## src/rtl/hsv_core_commit_flush.sv

```systemverilog
// ---------------------------------------------------------------------------
// hsv_core_commit_flush
//   Commit-side consumer of an execution unit's result channel. It retires
//   entries in order and, on a jump/redirect entry, drives the flush_req /
//   flush_ack handshake with every execution unit. It then issues a
//   single-cycle redirect to fetch.
//
//   Sequence for a jump entry:
//     IDLE -> FLUSH    flush_req=1 until every unit has acked at least once
//          -> DRAIN    wait until all acks are low again, so that stale acks
//                      cannot satisfy the next flush
//          -> REDIRECT redirect_valid pulse with the latched target
//          -> IDLE
//
// Ports
//   clk_core, rst_core_n      clock, async active-low reset
//   valid_i / ready_o         commit entry handshake (ready only in IDLE)
//   in_pc, in_jump, in_target commit entry payload, sampled on transfer
//   flush_req                 registered flush request to all units
//   flush_ack[NUM_UNITS]      per-unit flush acknowledge
//   retire_valid, retire_pc   one-cycle retire pulse and its PC
//   redirect_valid, redirect_pc one-cycle fetch redirect and its target
//   flush_timeout             sticky: a flush waited TIMEOUT_CYCLES cycles
// ---------------------------------------------------------------------------
module hsv_core_commit_flush #(
  parameter int NUM_UNITS      = 4,
  parameter int TIMEOUT_CYCLES = 64
) (
  input  logic                 clk_core,
  input  logic                 rst_core_n,
  input  logic                 valid_i,
  output logic                 ready_o,
  input  logic [31:0]          in_pc,
  input  logic                 in_jump,
  input  logic [31:0]          in_target,
  output logic                 flush_req,
  input  logic [NUM_UNITS-1:0] flush_ack,
  output logic                 retire_valid,
  output logic [31:0]          retire_pc,
  output logic                 redirect_valid,
  output logic [31:0]          redirect_pc,
  output logic                 flush_timeout
);

  // Counter is wide enough to hold TIMEOUT_CYCLES itself (saturation value).
  localparam int CNT_W = $clog2(TIMEOUT_CYCLES + 1);
  localparam logic [CNT_W-1:0] TO_MAX = CNT_W'(TIMEOUT_CYCLES);
  localparam logic [CNT_W-1:0] ONE    = CNT_W'(1);

  typedef enum logic [1:0] {
    IDLE     = 2'd0,
    FLUSH    = 2'd1,
    DRAIN    = 2'd2,
    REDIRECT = 2'd3
  } state_t;

  typedef struct packed {
    logic [31:0] pc;
    logic        jump;
    logic [31:0] target;
  } entry_t;

  state_t               state;
  entry_t               entry;
  logic [NUM_UNITS-1:0] ack_mask;
  logic [NUM_UNITS-1:0] ack_seen;
  logic [CNT_W-1:0]     to_cnt;
  logic [31:0]          target_q;
  logic                 xfer;
  logic                 flush_start;
  logic                 acks_all;
  logic                 acks_none;

  assign entry       = '{pc: in_pc, jump: in_jump, target: in_target};
  assign ready_o     = (state == IDLE);
  assign xfer        = valid_i && ready_o;
  assign flush_start = xfer && entry.jump;

  // Per-unit ack tracking. A unit counts as acked once its ack has been seen
  // high in any FLUSH cycle, even if it drops again before the others catch
  // up. The current-cycle ack is OR-ed in so completion needs no extra cycle.
  for (genvar u = 0; u < NUM_UNITS; u++) begin : g_unit
    always_ff @(posedge clk_core or negedge rst_core_n) begin
      if (!rst_core_n) begin
        ack_mask[u] <= 1'b0;
      end else if (flush_start) begin
        ack_mask[u] <= 1'b0;
      end else if (state == FLUSH && flush_ack[u]) begin
        ack_mask[u] <= 1'b1;
      end
    end

    assign ack_seen[u] = ack_mask[u] | flush_ack[u];
  end

  assign acks_all  = &ack_seen;
  assign acks_none = ~|flush_ack;

  // Main sequencer; all outputs except ready_o are registered here.
  always_ff @(posedge clk_core or negedge rst_core_n) begin
    if (!rst_core_n) begin
      state          <= IDLE;
      flush_req      <= 1'b0;
      retire_valid   <= 1'b0;
      retire_pc      <= '0;
      redirect_valid <= 1'b0;
      redirect_pc    <= '0;
      flush_timeout  <= 1'b0;
      to_cnt         <= '0;
      target_q       <= '0;
    end else begin
      retire_valid   <= 1'b0;
      redirect_valid <= 1'b0;
      case (state)
        IDLE: begin
          if (xfer) begin
            retire_valid <= 1'b1;
            retire_pc    <= entry.pc;
            if (entry.jump) begin
              target_q  <= entry.target;
              to_cnt    <= '0;
              flush_req <= 1'b1;
              state     <= FLUSH;
            end
          end
        end

        FLUSH: begin
          // Saturating wait counter; the flag is raised in the same edge
          // that brings the counter to TIMEOUT_CYCLES. The FSM keeps waiting
          // for the acks regardless.
          if (to_cnt != TO_MAX) begin
            to_cnt <= to_cnt + ONE;
          end
          if (to_cnt >= TO_MAX - ONE) begin
            flush_timeout <= 1'b1;
          end
          if (acks_all) begin
            flush_req <= 1'b0;
            state     <= DRAIN;
          end
        end

        DRAIN: begin
          if (acks_none) begin
            redirect_valid <= 1'b1;
            redirect_pc    <= target_q;
            state          <= REDIRECT;
          end
        end

        REDIRECT: begin
          state <= IDLE;
        end

        default: begin
          state <= IDLE;
        end
      endcase
    end
  end

endmodule

```

## config.mk

```make
export PLATFORM = sky130hd
export DESIGN_NAME = hsv_core_commit_flush
export DESIGN_NICKNAME = d
export VERILOG_FILES = /design/src/rtl/hsv_core_commit_flush.sv
export SDC_FILE = /design/constraint.sdc
export NUM_CORES = 1
export LEC_CHECK = 0
export CAP_MARGIN = 20
export CORE_AREA = 2 2 107 98
export CTS_CLUSTER_DIAMETER = 200
export DETAILED_ROUTE_END_ITERATION = 6
export DIE_AREA = 0 0 109 100
export PLACE_DENSITY = 0.79
export SKIP_LAST_GASP = 1
export SLEW_MARGIN = 20
export SYNTH_ARGS = -nofsm -noshare
export SYNTH_HDL_FRONTEND = slang
export SYNTH_SLANG_ARGS = --single-unit
```

## constraint.sdc

```tcl
create_clock -name clk_core -period 2.4 [get_ports clk_core]
set_input_delay 0.48 -clock clk_core [delete_from_list [all_inputs] [get_ports clk_core]]
set_output_delay 0.48 -clock clk_core [all_outputs]
set_load 0.02 [all_outputs]
```

# Yosys cells after proc, flatten, opt, wreduce, memory -nomap -nowiden
# Cells that the tools add are included.
# Widths: inputs -> output; s select.
dict set report op_classes {
  n_addsub 1
  n_mux 25
  reduce_logical 21
  bitwise_logic 5
  order_cmp 1
  eq_ne 9
}
# op n
set ops {}
lappend ops {{$mux 7} 3}
lappend ops {{$reduce_and 4->1} 4}
lappend ops {{$mux 1} 15}
lappend ops {{$pmux 7 s2} 1}
lappend ops {{$reduce_bool 2->1} 5}
lappend ops {{$mux 2} 4}
lappend ops {{$pmux 2 s4} 1}
lappend ops {{$add 7x1->7 const B} 1}
lappend ops {{$ge 7x6->1 const B} 1}
lappend ops {{$ne 7x7->1 const B} 1}
lappend ops {{$logic_and 1x1->1} 6}
lappend ops {{$ne 2x1->1 const B} 3}
lappend ops {{$reduce_and 2->1} 3}
lappend ops {{$eq 2x2->1 const B} 2}
lappend ops {{$ne 2x2->1 const B} 2}
lappend ops {{$or 1x1->1} 4}
lappend ops {{$reduce_or 4->1} 1}
lappend ops {{$reduce_and 3->1} 1}
lappend ops {{$eq 2x1->1 const B} 1}
lappend ops {{$logic_not 2->1} 1}
lappend ops {{$pmux 1 s2} 1}
lappend ops {{$not 1->1} 1}
dict set report totals {
  in_bits 72
  output_inout_bits 69
  elab_cells 75
  ff_bits 113
}

# Logic depth before layout (Yosys ltp)
# Gate-level depths: netlist of run 1.
dict set report depth {
  depth_word 4
  depth_mapped 7
  ltp_nobuf 6
}

# Least setup slack after synthesis of run 1
# No wires, ideal clock.
dict set report synth_timing {
  path_type {register to register}
  start {register state[0]}
  end {register target_q[10]}
  stages_incl_launch_ff 7
  setup_time_ns 0.125
  period_less_slack_ns 1.840
  path_slack_ns 0.560
  n_path_buf 2
  required_time_ns 2.275
  arrival_time_ns 1.715
  path_cell_list {dfrtp_1 inv_1 ha_1 and3_1 buf_2 buf_2 mux2_2}
}
dict set report synth_between {
  elab_chain_len 3
}
# element line_no
set synth_rtl {}
lappend synth_rtl {{from (decl)} 63} ;# state_t state;
lappend synth_rtl {{from (signal assigned)} 102} ;# state <= IDLE;
lappend synth_rtl {{from (signal assigned)} 123} ;# state <= FLUSH;
lappend synth_rtl {{from (signal assigned)} 140} ;# state <= DRAIN;
lappend synth_rtl {{$logic_not 2->1 *} 75} ;# assign ready_o = (state == IDLE);
lappend synth_rtl {{via ready_o} 32} ;# output logic ready_o,
lappend synth_rtl {{$logic_and 1x1->1} 76} ;# assign xfer = valid_i && ready_o;
lappend synth_rtl {{$reduce_and 3->1 (no source line) *} -}
lappend synth_rtl {{to (signal assigned)} 120} ;# target_q <= entry.target;
lappend synth_rtl {{to (decl)} 68} ;# logic [31:0] target_q;
# The timed path passes the listed nets; every way through them passes the cells marked *.
# A chain may end at the register's enable or synchronous reset.

# Worst setup path in the final report of run 1
dict set report layout_timing {
  start {register state[1]}
  end {register to_cnt[4]}
}
dict set report layout_between {
  elab_chain_len 4
  word_cells_on_any_way 9
  cone_classes {eq/ne: 4; mux: 1; reduce/logical: 4}
}
# element line_no
set layout_rtl {}
lappend layout_rtl {{$logic_not 2->1} {75, 114}}
lappend layout_rtl {{$logic_and 1x1->1} 76}
lappend layout_rtl {{$ne 2x1->1 (no source line)} -}
lappend layout_rtl {{$reduce_and 4->1 (no source line)} -}
lappend layout_rtl {{to (signal assigned)} 133} ;# to_cnt <= to_cnt + ONE;
lappend layout_rtl {{to (decl)} 67} ;# logic [CNT_W-1:0] to_cnt;
# Parallel ways exist; a longest one is shown, timed or not.

==> impl_metrics.py, run 1 <==
metrics = {
    "status": {
        "outcome": "finished clean",
    },
    "final_layout": {
        "finalNetCount": 524,
        "area_growth_pct": 50.0,
        "drive_gt1_share_pct": 30.2,
        "antenna_cells": 0,
    },
    "synthesis": {
        "synth_cells": 295,
        "ys_ff_latch": 113,
        "synth_top_cell_area_share_pct": 64.1,
        "synth_nets": 372,
        "ys_types": 28,
        "synth_top_area_cell": "dfrtp_1",
        "syn-cell-area_mm2": 0.00441,
        "synth.area.top_cells": "dfrtp_1, mux2_2, ha_1",
        "synth.avg_cell_area_um2": 15.0,
        "synth.yosys.seq_area_share_pct": 64.1,
        "yosys_warnings": 0,
    },
    "sta": {
        "skew_ns": 0.00882,
        "finalSetupViolations": 0,
        "min_period_over_period_pct": 84.1,
        "worst-slew-pin-transition_ns": 0.605,
        "max-slew-margin-rel_pct": 59.7,
        "fmax_ghz": 0.495,
        "finalSetupTns_ns": 0,
        "period_needed_ns": 2.02,
        "slew_violations": 0,
        "rsz0062_at_grt": "no",
        "hold_violations": 0,
    },
    "power": {
        "powerDensity_mw_per_mm2": 1420,
        "ir_drop_v": 0.000926,
        "internal_power_mw": 6.48,
        "p_seq_share_pct": 34.9,
        "total_power_mw": 9.38,
        "p_comb_share_pct": 37.7,
        "power.leakage_nw": 2.85,
        "clockPowerShare_pct": 27.3,
        "p_sw_share_pct": 30.9,
        "p_sw_mw": 2.90,
    },
    "routing": {
        "ant_nets": 0,
        "vias": 2944,
        "routedWlPerCell_um": 15.4,
        "drt_wl_total_um": 9080,
        "drt_first_iter_violations": 77,
        "firstDrtPassIters": 4,
        "vias_per_cell": 5.00,
        "drc": 0,
    },
    "clock_tree": {
        "post_cts_buffers": 0,
        "tritoncts": "built",
        "cts_max_level": 4,
        "cts_hold_buf": 0,
        "root_buffer": "clkbuf_8",
        "cts_buffer_depth": 2,
        "clk_latency_ns": 0.49,
        "cts_sinks": 113,
        "cts.clk_slew.worst_paths_ns": 0.06,
        "cts-buffers-inserted": 17,
        "post_cts_resized": 0,
    },
    "grt": {
        "grt_use_total_pct": 17.1,
        "grt_pass1_wl_um": 14500,
        "grt_pass1_vias": 3034,
        "grt.overflow.total": 0,
        "antenna_found_initial": 0,
        "grt_max_degree": 114,
    },
    "setup_path": {
        "worstSetupStartpointType": "flop",
        "critPathMaxFanout": 10,
        "cp_slowest_cell": "or4b_1",
        "cp.required_ns": 2.83,
        "path_cells": "inv_1 > ha_1 > nor2_1 > a311o_1 > or4b_1 > nand3_1",
        "worst-path-buf-inv": 1,
        "arrival_ns": 2.45,
        "crit_type": "reg2reg",
        "slowest_delay_ns": 0.52,
        "path_delay_family": "simple AND/OR/NAND/NOR gates",
        "end_kind": "flop",
    },
    "placed_design": {
        "place.gp.congestion": 0.729,
        "port_buffers": 140,
        "post-dp-hpwl_um": 6200,
    },
    "worst_hold_path": {
        "min_path_type": "in2async",
    },
    "floorplanning": {
        "core-area_mm2": 0.00994,
        "die_height_um": 100,
        "dieArea_mm2": 0.0109,
        "floorplan.initialDensity_pct": 44.4,
        "io_pins": 141,
        "fp-row-count": 35,
        "die_w_um": 109,
    },
    "run": {
        "drv_cap": 0,
    },
}
-- metal layers --
| metal | up-vias | global-route usage (%) | wire (um) |
|---|---|---|---|
| met2 | 111 | 28.0 | 4390 |
| met5 | - | 0 | 0 |
| li1 | 1358 | - | - |
| met1 | 1468 | 20.5 | 3690 |
| met4 | 0 | 5.33 | 73 |
| met3 | 7 | 7.21 | 917 |
-- path summary, 6_finish.rpt --
check | startpoint | to | slack [ns] | cells past startpoint
worst max register to register | state[1]$_DFFE_PN0P_ | to_cnt[4]$_DFFE_PN0P_ | 0.38 | 6
max in group asynchronous | rst_core_n | target_q[14]$_DFFE_PN0P_ | 1.88 | 2
worst max-delay path | state[1]$_DFFE_PN0P_ | to_cnt[4]$_DFFE_PN0P_ | 0.38 | 6
min in group clk_core | flush_timeout$_DFFE_PN0P_ | flush_timeout$_DFFE_PN0P_ | 0.49 | 1
worst min-delay path | rst_core_n | retire_pc[17]$_DFFE_PN0P_ | 0.03 | 2
worst min register to register | flush_timeout$_DFFE_PN0P_ | flush_timeout$_DFFE_PN0P_ | 0.49 | 1
-- cell families (layout without fill, tap and decap cells) --
kind of cell,after synthesis,count (layout),synth area share (%)
compound gates,21,21,3.12
fa+ha+maj,5,5,1.42
buf+inv,20,185,2.01
flops,113,113,64.1
mux,97,97,24.7
simple gates,39,39,4.65
-- placed cells by master, fill, tap and decap left out, types with 2 or more instances in the layout --
| master | n |
|---|---|
| bufinv_16 | 4 |
| clkinv_2 | 2 |
| nor2_1 | 6 |
| dfrtp_1 | 113 |
| o211ai_1 | 4 |
| clkinvlp_4 | 4 |
| inv_1 | 6 |
| a21oi_1 | 7 |
| mux2_2 | 97 |
| o21ai_0 | 4 |
| buf_12 | 3 |
| nand3_1 | 8 |
| ha_1 | 5 |
| buf_4 | 5 |
| or4b_1 | 2 |
| clkdlybuf4s50_1 | 138 |
| clkbuf_16 | 16 |
| clkinv_4 | 3 |
| nand2_1 | 13 |
| clkbuf_8 | 2 |
| or4b_2 | 2 |
-- stage by stage --
| step | hold slack, ns | cells | utilization (%) | instance area (um^2) | setup slack [ns] |
|---|---|---|---|---|---|
| 6_report | 0.0314 | 589 | 66.6 | 6620 | 0.381 |
| 5_1_grt | 0.102 | 589 | 66.6 | 6620 | 0.262 |
| 4_1_cts | 0.0830 | 589 | 66.6 | 6620 | 0.00815 |
| 3_5_place_dp | 0.481 | 557 | 60.4 | 6000 | 0.216 |
| 3_3_place_gp | 0.470 | 557 | 60.4 | 6000 | 0.253 |
| 2_1_floorplan | 0.184 | 295 | - | 4410 | 0.560 |
-- sequential cells by signal, summed over array words and instances, names as in the netlist, 2 cells and up --
register / count
to_cnt: 7
target_q: 32
retire_pc: 32
redirect_pc: 32
ack_mask: 4
state: 2
-- final cells by class --
| class | count | area (um^2) |
|---|---|---|
| fillers | 751 | 3320 |
| flip-flops and latches | 113 | 2830 |
| multi-input cells | 162 | 1500 |
| repair buffers | 147 | 1490 |
| clock buffers | 19 | 432 |
| clock inverters | 13 | 186 |
| well taps | 129 | 161 |
| inverters | 6 | 22.5 |
-- cell usage after synthesis (all sizes together) --
| library cell | count |
|---|---|
| dfrtp | 113 |
| nor4 | 1 |
| ha | 5 |
| and2 | 1 |
| nor4b | 1 |
| nand2 | 13 |
| a221o | 1 |
| and3 | 1 |
| a21oi | 7 |
| mux2 | 97 |
| o22a | 1 |
| clkbuf | 3 |
| nand2b | 1 |
| buf | 11 |
| or3 | 1 |
| nand3b | 1 |
| o21ai | 4 |
| a311o | 1 |
| nor2b | 1 |
| o211ai | 4 |
| a211oi | 1 |
| nor2 | 6 |
| a21boi | 1 |
| o221ai | 1 |
| or4b | 4 |
| inv | 6 |
| nand3 | 8 |
-- power by group through the flow --
stage | clock [mW] | combinational [mW] | sequential, mW
floorplan | 0 | 1.27 | 3.93
global placement | 0 | 3.48 | 3.24
detailed placement | 0 | 3.58 | 3.31
CTS | 2.63 | 3.59 | 3.29
global route | 2.73 | 3.79 | 3.39
finish | 2.56 | 3.54 | 3.27
Note: power is estimated with default switching activity, not from simulation.
==> inputs of run 2 (changes only) <==
--- a/config.mk
+++ b/config.mk
@@ -6,11 +6,11 @@
 export NUM_CORES = 1
 export LEC_CHECK = 0
 export CAP_MARGIN = 20
-export CORE_AREA = 2 2 107 98
+export CORE_AREA = 2 2 112 103
 export CTS_CLUSTER_DIAMETER = 200
 export DETAILED_ROUTE_END_ITERATION = 6
-export DIE_AREA = 0 0 109 100
-export PLACE_DENSITY = 0.79
+export DIE_AREA = 0 0 114 105
+export PLACE_DENSITY = 0.76
 export SKIP_LAST_GASP = 1
 export SLEW_MARGIN = 20
 export SYNTH_ARGS = -nofsm -noshare
==> constraint.sdc (replaced) <==
create_clock -name clk_core -period 1.8 [get_ports clk_core]
set_input_delay 0.36 -clock clk_core [delete_from_list [all_inputs] [get_ports clk_core]]
set_output_delay 0.36 -clock clk_core [all_outputs]
set_load 0.02 [all_outputs]
==> impl_metrics.py, run 2 (synthesis results as in run 1) <==
metrics = {
    "status": {
        "outcome": "finished clean",
    },
    "sta": {
        "setup_ws_ns": 0.00990,
        "rsz0062_at_grt": "yes",
        "max-slew-margin-rel_pct": 70.7,
        "min_period_over_period_pct": 99.5,
        "hold_violations": 0,
        "skew_ns": 0.00937,
        "hold_ws_ns": 0.453,
        "slew_violations": 0,
        "period_needed_ns": 1.79,
        "finalSetupViolations": 0,
        "worst-slew-pin-transition_ns": 0.439,
        "fmax_ghz": 0.559,
    },
    "setup_path": {
        "crit_top_cell": "buf_4",
        "cp.required_ns": 2.07,
        "arrival_ns": 2.06,
        "end_kind": "flop",
        "worstSetupStartpointType": "flop",
        "crit_type": "reg2reg",
        "critPathMaxFanout": 33,
        "path_cells": "inv_2 > buf_4 > buf_4 > ha_1 > nand2_1 > buf_12 > mux2_2",
        "cp_slowest_cell": "dfrtp_1",
        "slowest_delay_ns": 0.39,
    },
    "grt": {
        "grt_use_total_pct": 16.4,
        "antenna_found_initial": 0,
        "grt_pass1_wl_um": 15200,
        "grt.overflow.total": 0,
        "grt_pass1_vias": 3100,
        "grt_max_degree": 46,
    },
    "final_layout": {
        "fin_util_pct": 63.7,
        "top_regs": "redirect_pc x32, retire_pc x32, target_q x32",
        "antenna_cells": 0,
        "final_common_cell": "clkdlybuf4s50_1",
        "layout_common_cells": "clkdlybuf4s50_1, dfrtp_1, mux2_2, buf_4, clkbuf_16",
        "fin_cells": 616,
        "drive_gt1_share_pct": 35.0,
        "finalNetCount": 547,
        "area_growth_pct": 54.8,
    },
    "clock_tree": {
        "cts_buffer_depth": 2,
        "cts_sinks": 113,
        "clk_latency_ns": 0.40,
        "root_buffer": "clkbuf_16",
        "cts.clk_slew.worst_paths_ns": 0.06,
        "cts_max_level": 4,
        "cts-buffers-inserted": 17,
        "tritoncts": "built",
    },
    "placed_design": {
        "port_buffers": 140,
        "post-dp-hpwl_um": 6570,
        "placed_cells": 577,
        "place.gp.congestion": 0.757,
        "dp_slack_ns": -0.199,
    },
    "routing": {
        "drt_first_iter_violations": 98,
        "routedWlPerCell_um": 15.5,
        "firstDrtPassIters": 4,
        "vias": 3038,
        "ant_nets": 0,
        "drt_wl_total_um": 9540,
        "drc": 0,
        "vias_per_cell": 4.93,
    },
    "floorplanning": {
        "die_height_um": 105,
        "core-area_mm2": 0.0107,
        "die_w_um": 114,
        "io_pins": 141,
        "dieArea_mm2": 0.0120,
        "floorplan.initialDensity_pct": 41.2,
        "fp-row-count": 36,
    },
    "run": {
        "drv_cap": 0,
    },
    "power": {
        "power.leakage_nw": 2.95,
        "total_power_mw": 12.7,
        "ir_drop_v": 0.000788,
        "powerDensity_mw_per_mm2": 1860,
    },
    "worst_hold_path": {
        "min_path_type": "in2async",
    },
}
-- run 2: changes by cell type in the layout (fill, tap and decap cells not counted), sizes merged --
cell,change
dlygate4sd3,+1
buf,+23
dlymetal6s2s,-1
inv,+2
bufinv,-2
-- run 2: layout make-up --
type	count	area, um^2
inverters	6	22.5
repair buffers	170	1700
flip-flops and latches	113	2830
clock inverters	13	136
clock buffers	19	443
multi-input cells	162	1540
fillers	845	3890
well taps	133	166
-- run 2: routing by layer --
layer / vias to the layer above / track usage, % / routed length, um
met5: - / 0 / 0
met4: 0 / 6.53 / 78
met3: 5 / 5.45 / 687
met2: 116 / 26.4 / 4700
met1: 1513 / 20.3 / 4080
li1: 1404 / - / -
-- run 2: power breakdown --
group	total [mW]	internal, mW	leakage [nW]	switching (mW)
Clock	3.24	2.07	0.276	1.17
Combinational	5.10	2.90	1.28	2.20
Sequential	4.38	3.76	1.39	0.623
-- run 2: through the flow --
step / setup TNS [ns] / cell area (um^2)
3_3_place_gp: -5.57 / 6160
5_1_grt: -1.21 / 6830
4_1_cts: 0 / 6790
3_5_place_dp: -4.60 / 6160
2_1_floorplan: 0 / 4420
6_report: 0 / 6830
-- run 2: path summary, 6_finish.rpt --
path                                                start                         end  slack (ns)  depth (start not counted)
worst max-delay path                 state[0]$_DFFE_PN0P_  redirect_pc[1]$_DFFE_PN0P_        0.01                          7
worst min-delay path                           rst_core_n   retire_pc[17]$_DFFE_PN0P_        0.45                          2
worst max register to register       state[0]$_DFFE_PN0P_  redirect_pc[1]$_DFFE_PN0P_        0.01                          7
worst min register to register  flush_timeout$_DFFE_PN0P_   flush_timeout$_DFFE_PN0P_        0.46                          1
max in group asynchronous                      rst_core_n   retire_pc[27]$_DFFE_PN0P_        0.75                          3
min in group clk_core           flush_timeout$_DFFE_PN0P_   flush_timeout$_DFFE_PN0P_        0.46                          1
-- run 2: critical path, delay by kind of cell (launching register included) --
kind | cells | cell delay (ns)
mux | 1 | 0.37
flops | 1 | 0.39
fa+ha+maj | 1 | 0.21
buf+inv | 4 | 0.55
simple gates | 1 | 0.12
-- run 2: what timing repair did --
| item | 4_1_cts | 5_1_grt |
|---|---|---|
| buffers inserted | 2 | 5 |
| pin swaps | 6 | 4 |
| hold buffers | 1 | 0 |
| setup endpoints to repair | 4 | 8 |
| endpoints found under the hold margin | 30 | 0 |
| gates resized for setup | 9 | 5 |
==> inputs of run 3 (changes only) <==
--- a/config.mk
+++ b/config.mk
@@ -11,6 +11,7 @@
 export DETAILED_ROUTE_END_ITERATION = 6
 export DIE_AREA = 0 0 114 105
 export PLACE_DENSITY = 0.76
+export SETUP_SLACK_MARGIN = 0.4
 export SKIP_LAST_GASP = 1
 export SLEW_MARGIN = 20
 export SYNTH_ARGS = -nofsm -noshare
==> impl_metrics.py, run 3 (synthesis results as in run 1) <==
metrics = {
    "status": {
        "outcome": "finished clean",
    },
    "floorplanning": {
        "dieArea_mm2": 0.0120,
        "floorplan.initialDensity_pct": 41.2,
        "die_w_um": 114,
        "die_height_um": 105,
        "fp-row-count": 36,
        "io_pins": 141,
        "core-area_mm2": 0.0107,
    },
    "sta": {
        "finalSetupTns_ns": 0,
        "fmax_ghz": 0.567,
        "min_period_over_period_pct": 98.0,
        "hold_violations": 0,
        "max-slew-margin-rel_pct": 60.1,
        "hold_ws_ns": 0.0243,
        "setup_ws_ns": 0.0354,
        "period_needed_ns": 1.76,
        "skew_ns": 0.00725,
        "worst-slew-pin-transition_ns": 0.598,
        "finalSetupViolations": 0,
        "rsz0062_at_grt": "yes",
        "slew_violations": 0,
    },
    "final_layout": {
        "fin_util_pct": 66.7,
        "finalInstanceArea_mm2": 0.00716,
        "antenna_cells": 0,
        "area_growth_pct": 62.1,
        "top_regs": "redirect_pc x32, retire_pc x32, target_q x32",
        "layout_common_cells": "dfrtp_1, buf_2, clkdlybuf4s50_1, mux2_4, mux2_2",
        "drive_gt1_share_pct": 53.1,
        "final_common_cell": "dfrtp_1",
        "finalNetCount": 562,
        "fin_cells": 630,
    },
    "placed_design": {
        "port_buffers": 140,
        "dp_slack_ns": -0.196,
        "placed_cells": 567,
        "post_dp_cell_area_mm2": 0.00611,
        "place.gp.congestion": 0.789,
        "post-dp-hpwl_um": 6660,
    },
    "grt": {
        "grt.overflow.total": 0,
        "grt_pass1_vias": 3336,
        "grt_max_degree": 114,
        "antenna_found_initial": 0,
        "grt_use_total_pct": 19.6,
        "grt_pass1_wl_um": 17600,
    },
    "clock_tree": {
        "root_buffer": "clkbuf_16",
        "cts_hold_buf": 0,
        "clk_latency_ns": 0.41,
        "tritoncts": "built",
        "cts.clk_slew.worst_paths_ns": 0.05,
        "cts_sinks": 113,
        "cts_max_level": 4,
        "cts_buffer_depth": 2,
        "cts-buffers-inserted": 17,
    },
    "power": {
        "ir_drop_v": 0.00115,
        "power.leakage_nw": 3.44,
        "total_power_mw": 13.3,
        "powerDensity_mw_per_mm2": 1860,
    },
    "routing": {
        "drc": 0,
        "routedWlPerCell_um": 19.1,
        "drt_first_iter_violations": 110,
        "vias": 3135,
        "drt_wl_total_um": 12100,
        "vias_per_cell": 4.98,
        "firstDrtPassIters": 4,
        "ant_nets": 0,
    },
    "setup_path": {
        "end_kind": "flop",
        "worstSetupStartpointType": "flop",
        "arrival_ns": 2.10,
        "r2r_slack_ns": 0.04,
        "critPathMaxFanout": 5,
        "crit_type": "reg2reg",
        "cp.required_ns": 2.13,
    },
    "run": {
        "drv_cap": 0,
    },
    "worst_hold_path": {
        "min_path_type": "in2async",
    },
}
==> run 3: cell count changes in the layout (fill, tap and decap cells not counted), sizes merged, moves of 2 or more <==
cell,before,now
buf,31,113
clkdlybuf4s50,138,66
clkbuf,19,28
clkinvlp,4,0
clkinv,5,2
dlygate4sd2,0,3
inv,8,6
==> run 3: cell type report <==
class | instances | area, um^2
clock buffers | 26 | 499
clock inverters | 5 | 100
fillers | 783 | 3560
inverters | 6 | 22.5
multi-input cells | 162 | 1850
flip-flops and latches | 113 | 2830
well taps | 133 | 166
repair buffers | 185 | 1690
==> run 3: worst max-delay path, cell delays in order (launching register included) <==
cell and delay (ns):
dfrtp_1 0.37, inv_2 0.08, ha_4 0.18, a21boi_4 0.14, a311o_1 0.34, or4b_4 0.50, nand3_2 0.09
==> run 3: timing repair <==
item,in CTS,in global routing
pin swaps,8,4
endpoints found under the setup margin,176,116
resized for setup,302,74
cloned,6,2
setup buffers,16,8
hold endpoints to repair,0,0
==> run 3: where the power goes <==
part / switching (mW) / internal (mW) / leakage [nW]
clock network: 1.06 / 2.31 / 0.294
registers: 0.681 / 3.76 / 1.39
logic: 2.55 / 2.91 / 1.75
total: 4.29 / 8.98 / 3.44
==> run 3: layer usage <==
layer	global-route usage (%)	up-vias	share of wire, %	wire length (um)
met3	7.77	15	6.6	792
li1	-	1435	-	-
met1	22.6	1580	42	5020
met2	33.3	105	51	6090
met4	6.36	0	1.2	146
met5	0	-	0	0
==> run 3: path summary, 6_finish.rpt <==
| path | start | to | cells past startpoint |
|---|---|---|---|
| setup reg to reg | state[0]$_DFFE_PN0P_ | to_cnt[3]$_DFFE_PN0P_ | 6 |
| min in group clk_core | flush_ack[0] | ack_mask[0]$_DFFE_PN0P_ | 3 |
| hold reg to reg | flush_timeout$_DFFE_PN0P_ | flush_timeout$_DFFE_PN0P_ | 1 |
| max in group asynchronous | rst_core_n | ack_mask[0]$_DFFE_PN0P_ | 2 |
| hold / removal | rst_core_n | target_q[9]$_DFFE_PN0P_ | 2 |
| setup / recovery | state[0]$_DFFE_PN0P_ | to_cnt[3]$_DFFE_PN0P_ | 6 |
